===== config.mk =====
export PLATFORM = sky130hd
export DESIGN_NAME = frame_tx_ctrl_flat
export DESIGN_NICKNAME = d
export VERILOG_FILES = /design/src/rtl/frame_ctrl_pkg.sv /design/src/rtl/frame_tx_ctrl_if.sv /design/src/rtl/frame_len_cnt.sv /design/src/rtl/frame_tx_ctrl.sv /design/src/flat_wrapper.sv
export SDC_FILE = /design/constraint.sdc
export NUM_CORES = 1
export LEC_CHECK = 0
export ABC_AREA = 1
export BUFFER_PORTS_ARGS = -buffer_cell sky130_fd_sc_hd__clkbuf_2
export CAP_MARGIN = 20
export CORE_UTILIZATION = 39
export DETAILED_ROUTE_END_ITERATION = 10
export PLACE_DENSITY = 0.54
export REMOVE_ABC_BUFFERS = 1
export SLEW_MARGIN = 5
export SYNTH_ARGS = -nofsm -noshare
export SYNTH_HDL_FRONTEND = slang
export SYNTH_SLANG_ARGS = --single-unit

===== constraint.sdc =====
create_clock -name clk -period 2.4 [get_ports clk]
set_input_delay 0.12 -clock clk [delete_from_list [all_inputs] [get_ports clk]]
set_output_delay 0.12 -clock clk [all_outputs]
set_load 0.03 [all_outputs]

===== src/rtl/frame_ctrl_pkg.sv =====
// Shared types and default constants for the frame transmit controller.
// Optional stall timeout is enabled by defining FRAME_CTRL_TIMEOUT_EN.
package frame_ctrl_pkg;

  // Frame sequencer phases
  typedef enum logic [1:0] {
    IDLE = 2'd0,
    HDR  = 2'd1,
    PAY  = 2'd2,
    GAP  = 2'd3
  } state_e;

  localparam int DEF_HDR_LEN = 4;
  localparam int DEF_HDR_AW  = 4;
  localparam int DEF_PAY_MAX = 4096;
  localparam int DEF_LEN_W   = 13;
  localparam int DEF_GAP_LEN = 2;
  localparam int DEF_CNT_W   = 16;
  localparam int DEF_TMO_CYC = 256;

endpackage


===== src/rtl/frame_tx_ctrl_if.sv =====
// Bus between the frame controller, the payload FIFO and the framing logic.
// master = the controller, slave = the surrounding datapath.
interface frame_tx_ctrl_if
  import frame_ctrl_pkg::*;
#(
  parameter int HDR_AW = DEF_HDR_AW,
  parameter int LEN_W  = DEF_LEN_W,
  parameter int CNT_W  = DEF_CNT_W
);
  logic              prg_full;
  logic              fifo_empty;
  logic              fifo_rd;
  logic              tx_ready;
  logic [LEN_W-1:0]  pay_len;
  logic              en;
  logic              h_en;
  logic [HDR_AW-1:0] hdr_addr;
  logic              sof;
  logic              eof;
  logic              abort;
  logic [CNT_W-1:0]  frame_cnt;

  modport master (
    input  prg_full, fifo_empty, tx_ready, pay_len,
    output fifo_rd, en, h_en, hdr_addr, sof, eof, abort, frame_cnt
  );

  modport slave (
    output prg_full, fifo_empty, tx_ready, pay_len,
    input  fifo_rd, en, h_en, hdr_addr, sof, eof, abort, frame_cnt
  );
endinterface


===== src/rtl/frame_len_cnt.sv =====
// Loadable up/down counter with a terminal-count flag (cnt == term).
// clr has priority over ld, ld over counting; inc and dec together hold.
module frame_len_cnt #(
  parameter int W = 8
) (
  input  logic         clk,
  input  logic         rst,
  input  logic         clr,
  input  logic         ld,
  input  logic [W-1:0] ld_val,
  input  logic         inc,
  input  logic         dec,
  input  logic [W-1:0] term,
  output logic         tc
);
  logic [W-1:0] cnt_q, cnt_d;

  // Next count selection
  always_comb begin
    cnt_d = cnt_q;
    if (clr) begin
      cnt_d = '0;
    end else if (ld) begin
      cnt_d = ld_val;
    end else if (inc && !dec) begin
      cnt_d = cnt_q + 1'b1;
    end else if (dec && !inc) begin
      cnt_d = cnt_q - 1'b1;
    end
  end

  // Count register
  always_ff @(posedge clk) begin
    if (rst) cnt_q <= '0;
    else     cnt_q <= cnt_d;
  end

  assign tc = (cnt_q == term);
endmodule


===== src/rtl/frame_tx_ctrl.sv =====
// Frame sequencer: header walk, run-time length payload read, inter-frame gap.
// Honours tx_ready backpressure and FIFO-empty stalls, counts completed frames.
// Define FRAME_CTRL_TIMEOUT_EN to abort a frame after TMO_CYC consecutive
// empty cycles in the payload phase.
module frame_tx_ctrl
  import frame_ctrl_pkg::*;
#(
  parameter int HDR_LEN = DEF_HDR_LEN,
  parameter int HDR_AW  = DEF_HDR_AW,
  parameter int PAY_MAX = DEF_PAY_MAX,
  parameter int LEN_W   = DEF_LEN_W,
  parameter int GAP_LEN = DEF_GAP_LEN,
  parameter int CNT_W   = DEF_CNT_W,
  parameter int TMO_CYC = DEF_TMO_CYC
) (
  input  logic                   clk,
  input  logic                   rst,
  frame_tx_ctrl_if.master        bus
);
  localparam int     GAP_W    = (GAP_LEN > 1) ? $clog2(GAP_LEN) : 1;
  localparam int     TMO_W    = $clog2(TMO_CYC + 1);
  // With no gap the payload phase returns straight to IDLE
  localparam state_e POST_PAY = (GAP_LEN == 0) ? IDLE : GAP;

  state_e            state_q, state_d;
  logic [LEN_W-1:0]  len_q, len_d;
  logic [HDR_AW-1:0] hdr_addr_q, hdr_addr_d;
  logic [CNT_W-1:0]  frame_cnt_q, frame_cnt_d;
  logic              en_q, en_d;
  logic              h_en_q, h_en_d;

  logic              in_hdr, in_pay, in_gap;
  logic              fifo_rd_c, sof_c, eof_c, abort_c;
  logic              pay_tc, gap_done, hdr_last;
  logic [LEN_W-1:0]  len_clamped;

  assign in_hdr = (state_q == HDR);
  assign in_pay = (state_q == PAY);
  assign in_gap = (state_q == GAP);

  // Zero or oversize lengths fall back to the maximum frame size
  assign len_clamped = ((bus.pay_len == '0) || (bus.pay_len > LEN_W'(PAY_MAX)))
                       ? LEN_W'(PAY_MAX) : bus.pay_len;

  assign hdr_last  = (hdr_addr_q == HDR_AW'(HDR_LEN - 1));

  // Strobes are suppressed in the reset cycle so an interrupted frame never
  // reports an end or abort
  assign fifo_rd_c = in_pay & bus.tx_ready & ~bus.fifo_empty & ~rst;
  assign sof_c     = in_hdr & bus.tx_ready & (hdr_addr_q == '0) & ~rst;
  assign eof_c     = fifo_rd_c & pay_tc;

  // Payload beat counter, terminal at the last beat of the latched length
  frame_len_cnt #(.W(LEN_W)) u_pay_cnt (
    .clk    (clk),
    .rst    (rst),
    .clr    (~in_pay),
    .ld     (1'b0),
    .ld_val ('0),
    .inc    (fifo_rd_c),
    .dec    (1'b0),
    .term   (len_q - 1'b1),
    .tc     (pay_tc)
  );

  generate
    if (GAP_LEN > 0) begin : g_gap
      // Gap cycle counter, terminal on the last idle cycle
      frame_len_cnt #(.W(GAP_W)) u_gap_cnt (
        .clk    (clk),
        .rst    (rst),
        .clr    (~in_gap),
        .ld     (1'b0),
        .ld_val ('0),
        .inc    (in_gap),
        .dec    (1'b0),
        .term   (GAP_W'(GAP_LEN - 1)),
        .tc     (gap_done)
      );
    end else begin : g_no_gap
      assign gap_done = 1'b1;
    end
  endgenerate

`ifdef FRAME_CTRL_TIMEOUT_EN
  logic stall_tc;

  // Consecutive empty cycles in the payload phase; any read restarts it.
  // A tx_ready stall with data available neither counts nor clears.
  frame_len_cnt #(.W(TMO_W)) u_stall_cnt (
    .clk    (clk),
    .rst    (rst),
    .clr    (~in_pay | fifo_rd_c),
    .ld     (1'b0),
    .ld_val ('0),
    .inc    (in_pay & bus.fifo_empty),
    .dec    (1'b0),
    .term   (TMO_W'(TMO_CYC - 1)),
    .tc     (stall_tc)
  );

  assign abort_c = in_pay & bus.fifo_empty & stall_tc & ~rst;
`else
  assign abort_c = 1'b0;
`endif

  // Next-state and registered-output computation for the frame sequencer
  always_comb begin
    state_d     = state_q;
    len_d       = len_q;
    hdr_addr_d  = hdr_addr_q;
    frame_cnt_d = frame_cnt_q;
    unique case (state_q)
      IDLE: begin
        if (bus.prg_full) begin
          state_d    = HDR;
          len_d      = len_clamped;
          hdr_addr_d = '0;
        end
      end
      HDR: begin
        if (bus.tx_ready) begin
          if (hdr_last) begin
            state_d    = PAY;
            hdr_addr_d = '0;
          end else begin
            hdr_addr_d = hdr_addr_q + 1'b1;
          end
        end
      end
      PAY: begin
        if (eof_c) begin
          frame_cnt_d = frame_cnt_q + 1'b1;
          state_d     = POST_PAY;
        end else if (abort_c) begin
          state_d     = POST_PAY;
        end
      end
      GAP: begin
        if (gap_done) state_d = IDLE;
      end
      default: state_d = IDLE;
    endcase
    en_d   = (state_d == HDR) || (state_d == PAY);
    h_en_d = (state_d == HDR);
  end

  // State and output registers
  always_ff @(posedge clk) begin
    if (rst) begin
      state_q     <= IDLE;
      len_q       <= '0;
      hdr_addr_q  <= '0;
      frame_cnt_q <= '0;
      en_q        <= 1'b0;
      h_en_q      <= 1'b0;
    end else begin
      state_q     <= state_d;
      len_q       <= len_d;
      hdr_addr_q  <= hdr_addr_d;
      frame_cnt_q <= frame_cnt_d;
      en_q        <= en_d;
      h_en_q      <= h_en_d;
    end
  end

  assign bus.fifo_rd   = fifo_rd_c;
  assign bus.sof       = sof_c;
  assign bus.eof       = eof_c;
  assign bus.abort     = abort_c;
  assign bus.en        = en_q;
  assign bus.h_en      = h_en_q;
  assign bus.hdr_addr  = hdr_addr_q;
  assign bus.frame_cnt = frame_cnt_q;
endmodule


===== src/flat_wrapper.sv =====
// flat-port wrapper written by rule: the top's interface ports become plain ports
module frame_tx_ctrl_flat import frame_ctrl_pkg::*;
#(
  parameter int HDR_LEN = DEF_HDR_LEN,
  parameter int HDR_AW  = DEF_HDR_AW,
  parameter int PAY_MAX = DEF_PAY_MAX,
  parameter int LEN_W   = DEF_LEN_W,
  parameter int GAP_LEN = DEF_GAP_LEN,
  parameter int CNT_W   = DEF_CNT_W,
  parameter int TMO_CYC = DEF_TMO_CYC
)
  (clk, rst, bus_prg_full, bus_fifo_empty, bus_tx_ready, bus_pay_len, bus_fifo_rd, bus_en, bus_h_en, bus_hdr_addr, bus_sof, bus_eof, bus_abort, bus_frame_cnt);
  frame_tx_ctrl_if #(.HDR_AW(HDR_AW), .LEN_W(LEN_W), .CNT_W(CNT_W)) bus_i ();
  input  logic clk;
  input  logic rst;
  input wire logic [$bits(bus_i.prg_full)-1:0] bus_prg_full;
  input wire logic [$bits(bus_i.fifo_empty)-1:0] bus_fifo_empty;
  input wire logic [$bits(bus_i.tx_ready)-1:0] bus_tx_ready;
  input wire logic [$bits(bus_i.pay_len)-1:0] bus_pay_len;
  output wire logic [$bits(bus_i.fifo_rd)-1:0] bus_fifo_rd;
  output wire logic [$bits(bus_i.en)-1:0] bus_en;
  output wire logic [$bits(bus_i.h_en)-1:0] bus_h_en;
  output wire logic [$bits(bus_i.hdr_addr)-1:0] bus_hdr_addr;
  output wire logic [$bits(bus_i.sof)-1:0] bus_sof;
  output wire logic [$bits(bus_i.eof)-1:0] bus_eof;
  output wire logic [$bits(bus_i.abort)-1:0] bus_abort;
  output wire logic [$bits(bus_i.frame_cnt)-1:0] bus_frame_cnt;
  assign bus_i.prg_full = bus_prg_full;
  assign bus_i.fifo_empty = bus_fifo_empty;
  assign bus_i.tx_ready = bus_tx_ready;
  assign bus_i.pay_len = bus_pay_len;
  assign bus_fifo_rd = bus_i.fifo_rd;
  assign bus_en = bus_i.en;
  assign bus_h_en = bus_i.h_en;
  assign bus_hdr_addr = bus_i.hdr_addr;
  assign bus_sof = bus_i.sof;
  assign bus_eof = bus_i.eof;
  assign bus_abort = bus_i.abort;
  assign bus_frame_cnt = bus_i.frame_cnt;
  frame_tx_ctrl #(.HDR_LEN(HDR_LEN), .HDR_AW(HDR_AW), .PAY_MAX(PAY_MAX), .LEN_W(LEN_W), .GAP_LEN(GAP_LEN), .CNT_W(CNT_W), .TMO_CYC(TMO_CYC)) u_core (.clk(clk), .rst(rst), .bus(bus_i));
endmodule

# Yosys cells after proc, flatten, opt, wreduce, memory -nomap -nowiden
# Index checks and enable logic that the tools add are counted.
# Widths: inputs -> output; s select.
[totals]
out_inout_bits = 26
elab_cells = 56
input_bits = 18
regBits = 51
[op_classes]
mux = 11
add_sub_neg = 5
magnitude_cmp = 1
eq_ne = 9
reduce_logical = 11
bitwise_logic = 11
[op_table]
columns = ["operator", "n"]
rows = [
  ["$add 16x1->16 const B", 1],
  ["$add 13x1->13 const B", 1],
  ["$eq 13x13->1", 1],
  ["$gt 13x13->1 const B", 1],
  ["$logic_not 13->1", 1],
  ["$mux 13", 1],
  ["$sub 13x1->13 const B", 1],
  ["$mux 4", 3],
  ["$mux 2", 5],
  ["$pmux 2 s4", 1],
  ["$pmux 4 s2", 1],
  ["$and 1x1->1", 7],
  ["$eq 2x2->1 const B", 3],
  ["$add 4x1->4 const B", 1],
  ["$eq 2x1->1 const B", 2],
  ["$eq 4x2->1 const B", 1],
  ["$logic_not 4->1", 1],
  ["$ne 2x2->1 const B", 2],
  ["$not 1->1", 4],
  ["$reduce_and 2->1", 2],
  ["$reduce_or 2->1", 2],
  ["$reduce_and 3->1", 1],
  ["$logic_not 2->1", 1],
  ["$logic_or 1x1->1", 2],
  ["other kinds (2)", 2],
]

# Depth between registers and ports, before layout
# Gate-level depths: netlist of run 1.
[logic_depth]
depth_word = 9
depth_mapped = 16
depth_no_buf = 16

# Cells and area by module
# From an unflattened synthesis of run 1, not the netlist that was laid out.
[unflattened]
cells_unflattened = 566
area_unflattened_um2 = 3853.7
[by_module_without_submodules]
columns = ["module", "cells_each", "seq_area_each_um2", "area_per_inst_um2", "instances"]
rows = [
  ["frame_tx_ctrl", 313, 740.7, 2265.9, 1],
  ["frame_len_cnt (u_core.u_pay_cnt)", 236, 260.2, 1497.7, 1],
  ["frame_len_cnt (u_core.g_gap.u_gap_cnt)", 17, 20.0, 90.1, 1],
]

# Least setup slack after synthesis of run 1
# OpenSTA, ideal clock, no wires.
[synth_path]
path_kind = "register -> register"
startpoint = "register u_core.len_q[0]"
endpoint = "register u_core.en_q (netlist: u_core.bus.en)"
arrival_time_ns = 1.912
path_stages_with_launch = 16
setup_time_ns = 0.065
setup_slack_ns = 0.423
required_time_ns = 2.335
period_less_slack_ns = 1.977
path_buffers = 0
cell_sequence = "dfxtp_1 > inv_2 > ha_1 > nand2_1 > nand2_1 > inv_1 > nand2_1 > nor2_4 > nand3_2 > nor2_4 > nand2_1 > nor2_2 > nand2_1 > nand3_1 > ha_1 > nor2_1"
[synth_via]
elab_chain_len = 7
elab_cells_between_ends = 8
classes_between = "add/sub: 1; eq/ne: 3; mux: 2; bitwise: 1; reduce/logical: 1"
[synth_rtl]
columns = ["element", "line", "text"]
rows = [
  ["from (decl)", "frame_tx_ctrl.sv:26", "logic [LEN_W-1:0] len_q, len_d;"],
  ["from (signal assigned)", "frame_tx_ctrl.sv:159", "len_q <= len_d;"],
  ["$sub 13x1->13 *", "frame_tx_ctrl.sv:62", ".term (len_q - 1'b1),"],
  ["$eq 13x13->1 *", "frame_len_cnt.sv:38", "assign tc = (cnt_q == term);"],
  ["$and 1x1->1 *", "frame_tx_ctrl.sv:51", "assign eof_c = fifo_rd_c & pay_tc;"],
  ["$mux 2 *", "frame_tx_ctrl.sv:132", "if (eof_c) begin"],
  ["$pmux 2 s4 *", "frame_tx_ctrl.sv:113", "unique case (state_q)"],
  ["named net u_core.state_d[0]", "frame_tx_ctrl.sv:25", "state_e state_q, state_d;"],
  ["$eq 2x1->1 / $eq 2x2->1 (equally long branches)", "frame_tx_ctrl.sv:144", "en_d = (state_d == HDR) || (state_d == PAY);"],
  ["$logic_or 1x1->1 *", "frame_tx_ctrl.sv:144", ""],
  ["to (signal assigned)", "frame_tx_ctrl.sv:162", "en_q <= en_d;"],
  ["to (decl)", "frame_tx_ctrl.sv:29", "logic en_q, en_d;"],
]
# Mark *: on every way through the listed nets, which the timed path passes. The rest lies on a longest branch.
# A chain may end at the register's enable or synchronous reset.

# Worst setup path after layout of run 1
[layout_path]
startpoint = "register u_core.len_q[0]"
endpoint = "output bus_eof"
[layout_via]
elab_chain_len = 3
[layout_rtl]
columns = ["element", "line", "text"]
rows = [
  ["$sub 13x1->13", "frame_tx_ctrl.sv:62", ""],
  ["$eq 13x13->1", "frame_len_cnt.sv:38", ""],
  ["$and 1x1->1", "frame_tx_ctrl.sv:51", ""],
  ["to (decl)", "flat_wrapper.sv:25", "output wire logic [$bits(bus_i.eof)-1:0] bus_eof;"],
]
# Every way passes these cells.

==> metrics.txt, run 1 <==
FF+latch count, synth=just over 50; Die Wd=91.7 um; adder-cell area share of the yosys netlist=2.39%; worst slew pin tran=551 ps; cell area after layout=3570 um^2; R2R Setup Slk=320 ps; Power Density=518 nW/um^2; Fin. Hold Viols=0; synthesized area=3140 um^2; Fmax achieved=469 MHz; Clock Sinks=51; WL final=between 7000 and 8000 um; vias in the first global route=about 2700; layout cell share with drive strength beyond 1=between 15 and 20%; Final Cycle Share=88.8%; post-layout minimum cycle time=~2100 ps; headroom to the max-slew limit=63.2%; Worst setup startpoint=u_core.len_q[0]; CTS tree=built; R2R Path End=u_core.bus.frame_cnt[2]; initial antenna violation count=0; DRT iter0 DRCs=96; # IOs=44; Site Rows=32; Tot Pwr=1.85 mW; Max Root-Sink Buffers=2; commonest non-fill, non-tap cells in the layout=114 x nand2_1, 70 x inv_1, 52 x nor2_1; fraction of the mapped netlist area in compound gates=12.2%; RSZ-0062 raised after global routing=no; largest family of logic cells by synthesized area=simple AND/OR/NAND/NOR gates; drt first pass iters=5; critical path class=flop to output pin; crit path cell chain=inv_2 -> ha_2 -> nand2_2 -> nor2_4 -> nand2_1 -> nand2_1 -> nand2_1 -> nor2_4 -> nand3_4 -> nor2_8 -> clkbuf_2; die height=91.7 um; n_diodes=0; Reg clk slew, reported paths=100 ps; Hold/Removal Path Class=input pin to flop; CP max stage delay=between 300 and 400 ps; Worst-Skew Late Latency=between 300 and 400 ps; cells after synthesis=~480; IO Port Bufs=42; mux contribution to synthesized area=0%; Setup crit end=bus_eof; CP Launch Type=flop; DP Area=3480 um^2; global-route wire length before repair=~12000 um; crit path DAT=between 2000 and 2500 ps; total grt overflow=0; leading cell type in the layout, fill and taps excluded=nand2_1; maximum VDD drop=0.251 mV; Core Box Area=around 7800 um^2; CTS Buf Count=5; Mapped Avg Cell Area=6.55 um^2; Worst EP required=2280 ps; status=finished, final reports clean; xor/xnor share of the synthesized area=3.07%; Seq/Total Area, Yosys=about a third; RD Place Congestion=0.877; WL per Instance=11.7 um; initial core utilization=approximately two fifths; vias per std cell=4.79; post-route ant nets=0; CTS root buf=clkbuf_8; die area=8410 um^2; worst hold path cell count=3; CP max-delay cell=dfxtp_1; path depth of the worst reg2reg path=14; H-Tree Depth=2; Slew Limit Fails=0; Lkg Pwr=1.65 nW; total track usage=a little under a fifth; largest net degree at the start of global routing=27; Ys Warns=0; DR vias=around 3000; most numerous cell on the critical path=nand2_1; DP HPWL=5620 um; # hold bufs at CTS=0; critical-path maximum fanout=6; reg2reg start=u_core.len_q[0]; setup TNS=0 ps; post-synthesis simple-gate area fraction=39.1%; drt drc=0; Setup Skew=around 15 ps; Max-Cap Viols=0; final setup vio count=0; count of different cell masters after synthesis=39; Total Nets Final=551; Layout Area Growth over Synthesis=13.9%; crit end category=output pin
## worst min path at each step
stage / startpoint / end / slack [ps]
2_1_floorplan: rst / u_core.len_q[2] / 190
3_3_place_gp: bus_pay_len[9] / u_core.len_q[9] / 370
3_5_place_dp: bus_pay_len[9] / u_core.len_q[9] / 370
4_1_cts: bus_pay_len[8] / u_core.len_q[8] / 40
5_1_grt: bus_pay_len[5] / u_core.len_q[5] / 50
6_report: bus_pay_len[8] / u_core.len_q[8] / 40
## critical path, delay by kind of cell (launching register included)
family	cells	cell delay [ps]
flip-flops	1	340
adder cells (fa/ha/maj)	1	220
buffers and inverters	2	280
AND/OR/NAND/NOR	8	850
## report_power, final
group          switching, mW  total, mW  internal (mW)
registers             0.0321      0.907          0.875
logic                  0.292      0.442          0.150
clock network          0.301      0.502          0.201
total                  0.625       1.85           1.23
## per-stage QoR
stage                     setup WS (ps)  utilization (%)  hold slack [ps]  std cells
after floorplan                     425                -              189        471
after global placement              310             44.7              372        621
after detailed placement            252             44.7              374        621
after CTS                          26.1             45.8             38.3        628
after global routing               28.6             46.0             52.2        629
final                               268             46.0             42.6        629
## cell type report
type / instances / area (um^2)
clock inverters: 2 / 13.8
well taps: 102 / 128
multi-input cells: 343 / 1790
flip-flops and latches: 51 / 1020
clock buffers: 5 / 68.8
repair buffers: 49 / 263
fillers: 823 / 4190
inverters: 77 / 289
## layer usage
layer	GRT usage [%]	vias up	wire, um
li1	-	1614	-
met1	25.3	1333	3740
met2	30.1	58	3240
met3	3.32	5	291
met4	4.69	0	70
met5	0	-	0
## cell usage after synthesis (all sizes together)
library cell	number	area (um^2)
nand2	122	483
inv	75	282
nor2	65	325
dfxtp	51	1020
a21oi	33	176
o21ai	28	140
nand3	26	153
nor3	14	70.1
nand4	11	68.8
clkbuf	6	22.5
ha	6	75.1
xor2	6	52.6
nand3b	5	50.1
nor4	5	31.3
xnor2	5	43.8
a211oi	4	30.0
or2	3	18.8
a31oi	2	12.5
and2	2	12.5
buf	2	22.5
clkinv	2	7.51
o21a	2	15.0
a21o	1	7.51
and3	1	6.26
conb	1	3.75
nor3b	1	7.51
## state kept, by name, summed over array words and instances (netlist names)
| signal | flops |
|---|---|
| u_core.bus.frame_cnt | 16 |
| u_core.len_q | 13 |
| u_core.u_pay_cnt.cnt_q | 13 |
| u_core.bus.hdr_addr | 4 |
| u_core.state_q | 2 |
| u_core.bus.en | 1 |
| u_core.bus.h_en | 1 |
| u_core.g_gap.u_gap_cnt.cnt_q | 1 |
## kinds of logic (layout without fill, tap and decap cells)
family	Yosys count	count (layout)
AOI/OAI and AO/OA	70	70
xor gates and xnor gates	11	11
adders and majority gates	6	6
buffers and inverters	85	133
DFF	51	51
other	1	1
and+or+nand+nor	255	255
## repair_timing
item,4_1_cts,5_1_grt
setup buffers,0,1
endpoints found under the setup margin,0,2
gates resized for setup,0,2
No activity file was read; power rests on OpenSTA's default activity.
==> run 2: changes to the inputs <==
CORE_MARGIN = 2   (was not set)
==> run 2 against run 1 <==
Compared with the run above: non-clock buffer count rose by 1; critical path depth did not move; combinational power barely moved; first-iteration DRC count rose by 25%; clock skew rose by 0.83 ps; sequential power barely moved; fmax barely moved; die area rose by 4.4%; final area rose by 0.56%; via count rose by 0.43%; worst setup slack got worse by 2.0 ps; core utilization rose by 0.26 points.
==> metrics.txt, run 2 (synthesis results as in run 1) <==
WL final=7500 um (+2.2%); Layout Area Growth over Synthesis=14.5%; Fin. Hold Viols=0 (unchanged); maximum VDD drop=0.247 mV (-1.9%); Lkg Pwr=1.66 nW (+0.60%); drt first pass iters=4 (-1); total track usage=18.3% (-0.24 points); hold slack=50.2 ps (+7.53 ps); Site Rows=32 (unchanged); Fmax achieved=469 MHz (about the same); Final Cycle Share=88.9% (about the same); n_diodes=0 (unchanged); die height=93.7 um (+2.2%); WL per Instance=11.9 um (+1.9%); RSZ-0062 raised after global routing=no; largest net degree at the start of global routing=27 (unchanged); Total Nets Final=552 (+0.18%); total grt overflow=0 (unchanged); vias per std cell=4.79 (+0.11%); H-Tree Depth=2 (unchanged); crit path DAT=2010 ps (about the same); CTS tree=built; die area=8780 um^2 (+4.4%); global-route wire length before repair=13000 um (+4.4%); IO Port Bufs=42 (unchanged); Hold/Removal Path Class=input pin to flop; fillers=841 (+2.2%); Max-Cap Viols=0 (unchanged); Power Density=525 nW/um^2 (+1.5%); # IOs=44 (unchanged); critical path class=flop to output pin; DP Area=3480 um^2 (unchanged); post-layout minimum cycle time=2130 ps (+1.97 ps); number of flip-flops in the largest register=16 (unchanged); post-route ant nets=0 (unchanged); Reg clk slew, reported paths=100 ps (about the same); status=finished, final reports clean; Worst EP required=2280 ps (about the same); Finished Layout Cells=631 (+0.32%); RD Place Congestion=0.914 (+4.3%); worst slew pin tran=572 ps (+20.9 ps); drt drc=0 (unchanged); CP Launch Type=flop; headroom to the max-slew limit=61.8% (-1.4 points); layout cell share with drive strength beyond 1=17.6% (+0.12 points); DP HPWL=5840 um (+4.0%); cell area after layout=3590 um^2 (+0.56%); leading cell type in the layout, fill and taps excluded=nand2_1; Setup Skew=15.6 ps (+0.827 ps); vias in the first global route=2861 (+5.2%); initial antenna violation count=0 (unchanged); placed instance count=621 (unchanged); critical-path maximum fanout=6 (unchanged); crit end category=output pin; Max Root-Sink Buffers=2 (unchanged); CTS root buf=clkbuf_8; setup TNS=0 ps (unchanged); DR vias=3023 (+0.43%); Layout Utilization=46.3% (+0.26 points); initial core utilization=40.4% (unchanged); Worst-Skew Late Latency=310 ps (about the same); DRT iter0 DRCs=120 (+25%); final setup vio count=0 (unchanged); # hold bufs at CTS=0 (unchanged); Clock Sinks=51 (unchanged); commonest non-fill, non-tap cells in the layout=114 x nand2_1, 70 x inv_1, 52 x nor2_1; Slew Limit Fails=0 (unchanged); Die Wd=93.7 um (+2.2%); Core Box Area=7770 um^2 (unchanged); CTS Buf Count=5 (unchanged)
## run 2: cell types whose count changed in the layout (fill, tap and decap cells not counted), sizes merged
cell,delta
buf,+1
clkbuf,+2
clkinv,-1
## run 2: what timing repair did
| action | 4_1_cts | 5_1_grt |
|---|---|---|
| endpoints found under the hold margin | 0 | 0 |
| resized for setup | 0 | 2 |
| setup endpoints to repair | 0 | 7 |
| buffers inserted | 0 | 2 |
## run 2: metrics by stage
step	setup slack [ps]	total power [mW]
detailed placement	225	1.37
finish	266	1.89
global placement	313	1.36
CTS	0.0391	1.92
floorplan	425	1.25
global route	7.13	2.01
## run 2: cell type report
type	instances	area [um^2]	area share, %
inverter	77	289	8.04
clock inverter	1	8.76	0.244
tap	102	128	3.55
multi-input combinational	343	1790	49.8
sequential	51	1020	28.4
clock buffer	7	86.3	2.40
timing repair buffer	50	270	7.52
## run 2: layer usage
metal | GRT usage [%] | up-vias | wire (um)
met5 | 0 | - | 0
met2 | 29.5 | 63 | 3290
met3 | 2.89 | 4 | 412
met1 | 25.8 | 1336 | 3750
met4 | 3.99 | 0 | 52
li1 | - | 1620 | -
## run 2: final timing paths
kind	from	end	slack, ps	depth (start not counted)
setup reg to reg	u_core.len_q[0]	u_core.bus.en	270	13
hold reg to reg	u_core.g_gap.u_gap_cnt.cnt_q	u_core.g_gap.u_gap_cnt.cnt_q	450	1
hold / removal	bus_pay_len[5]	u_core.len_q[5]	50	3
setup / recovery	u_core.len_q[0]	bus_eof	270	11
## run 2: critical path, stage by stage, from the launching register on
cell      delay [ps]
dfxtp_1          340
inv_2             80
ha_2             230
nand2_2          100
nor2_4           180
nand2_1           90
nand2_1           70
nand2_1           80
nor2_4           120
nand3_4          110
nor2_8           120
clkbuf_2         200
## run 2: where the power goes
part / switching, mW / total [mW] / leakage (nW) / internal [mW]
clock: 0.303 / 0.540 / 0.0484 / 0.237
sequential: 0.0309 / 0.905 / 0.415 / 0.875
combinational: 0.292 / 0.443 / 1.20 / 0.150
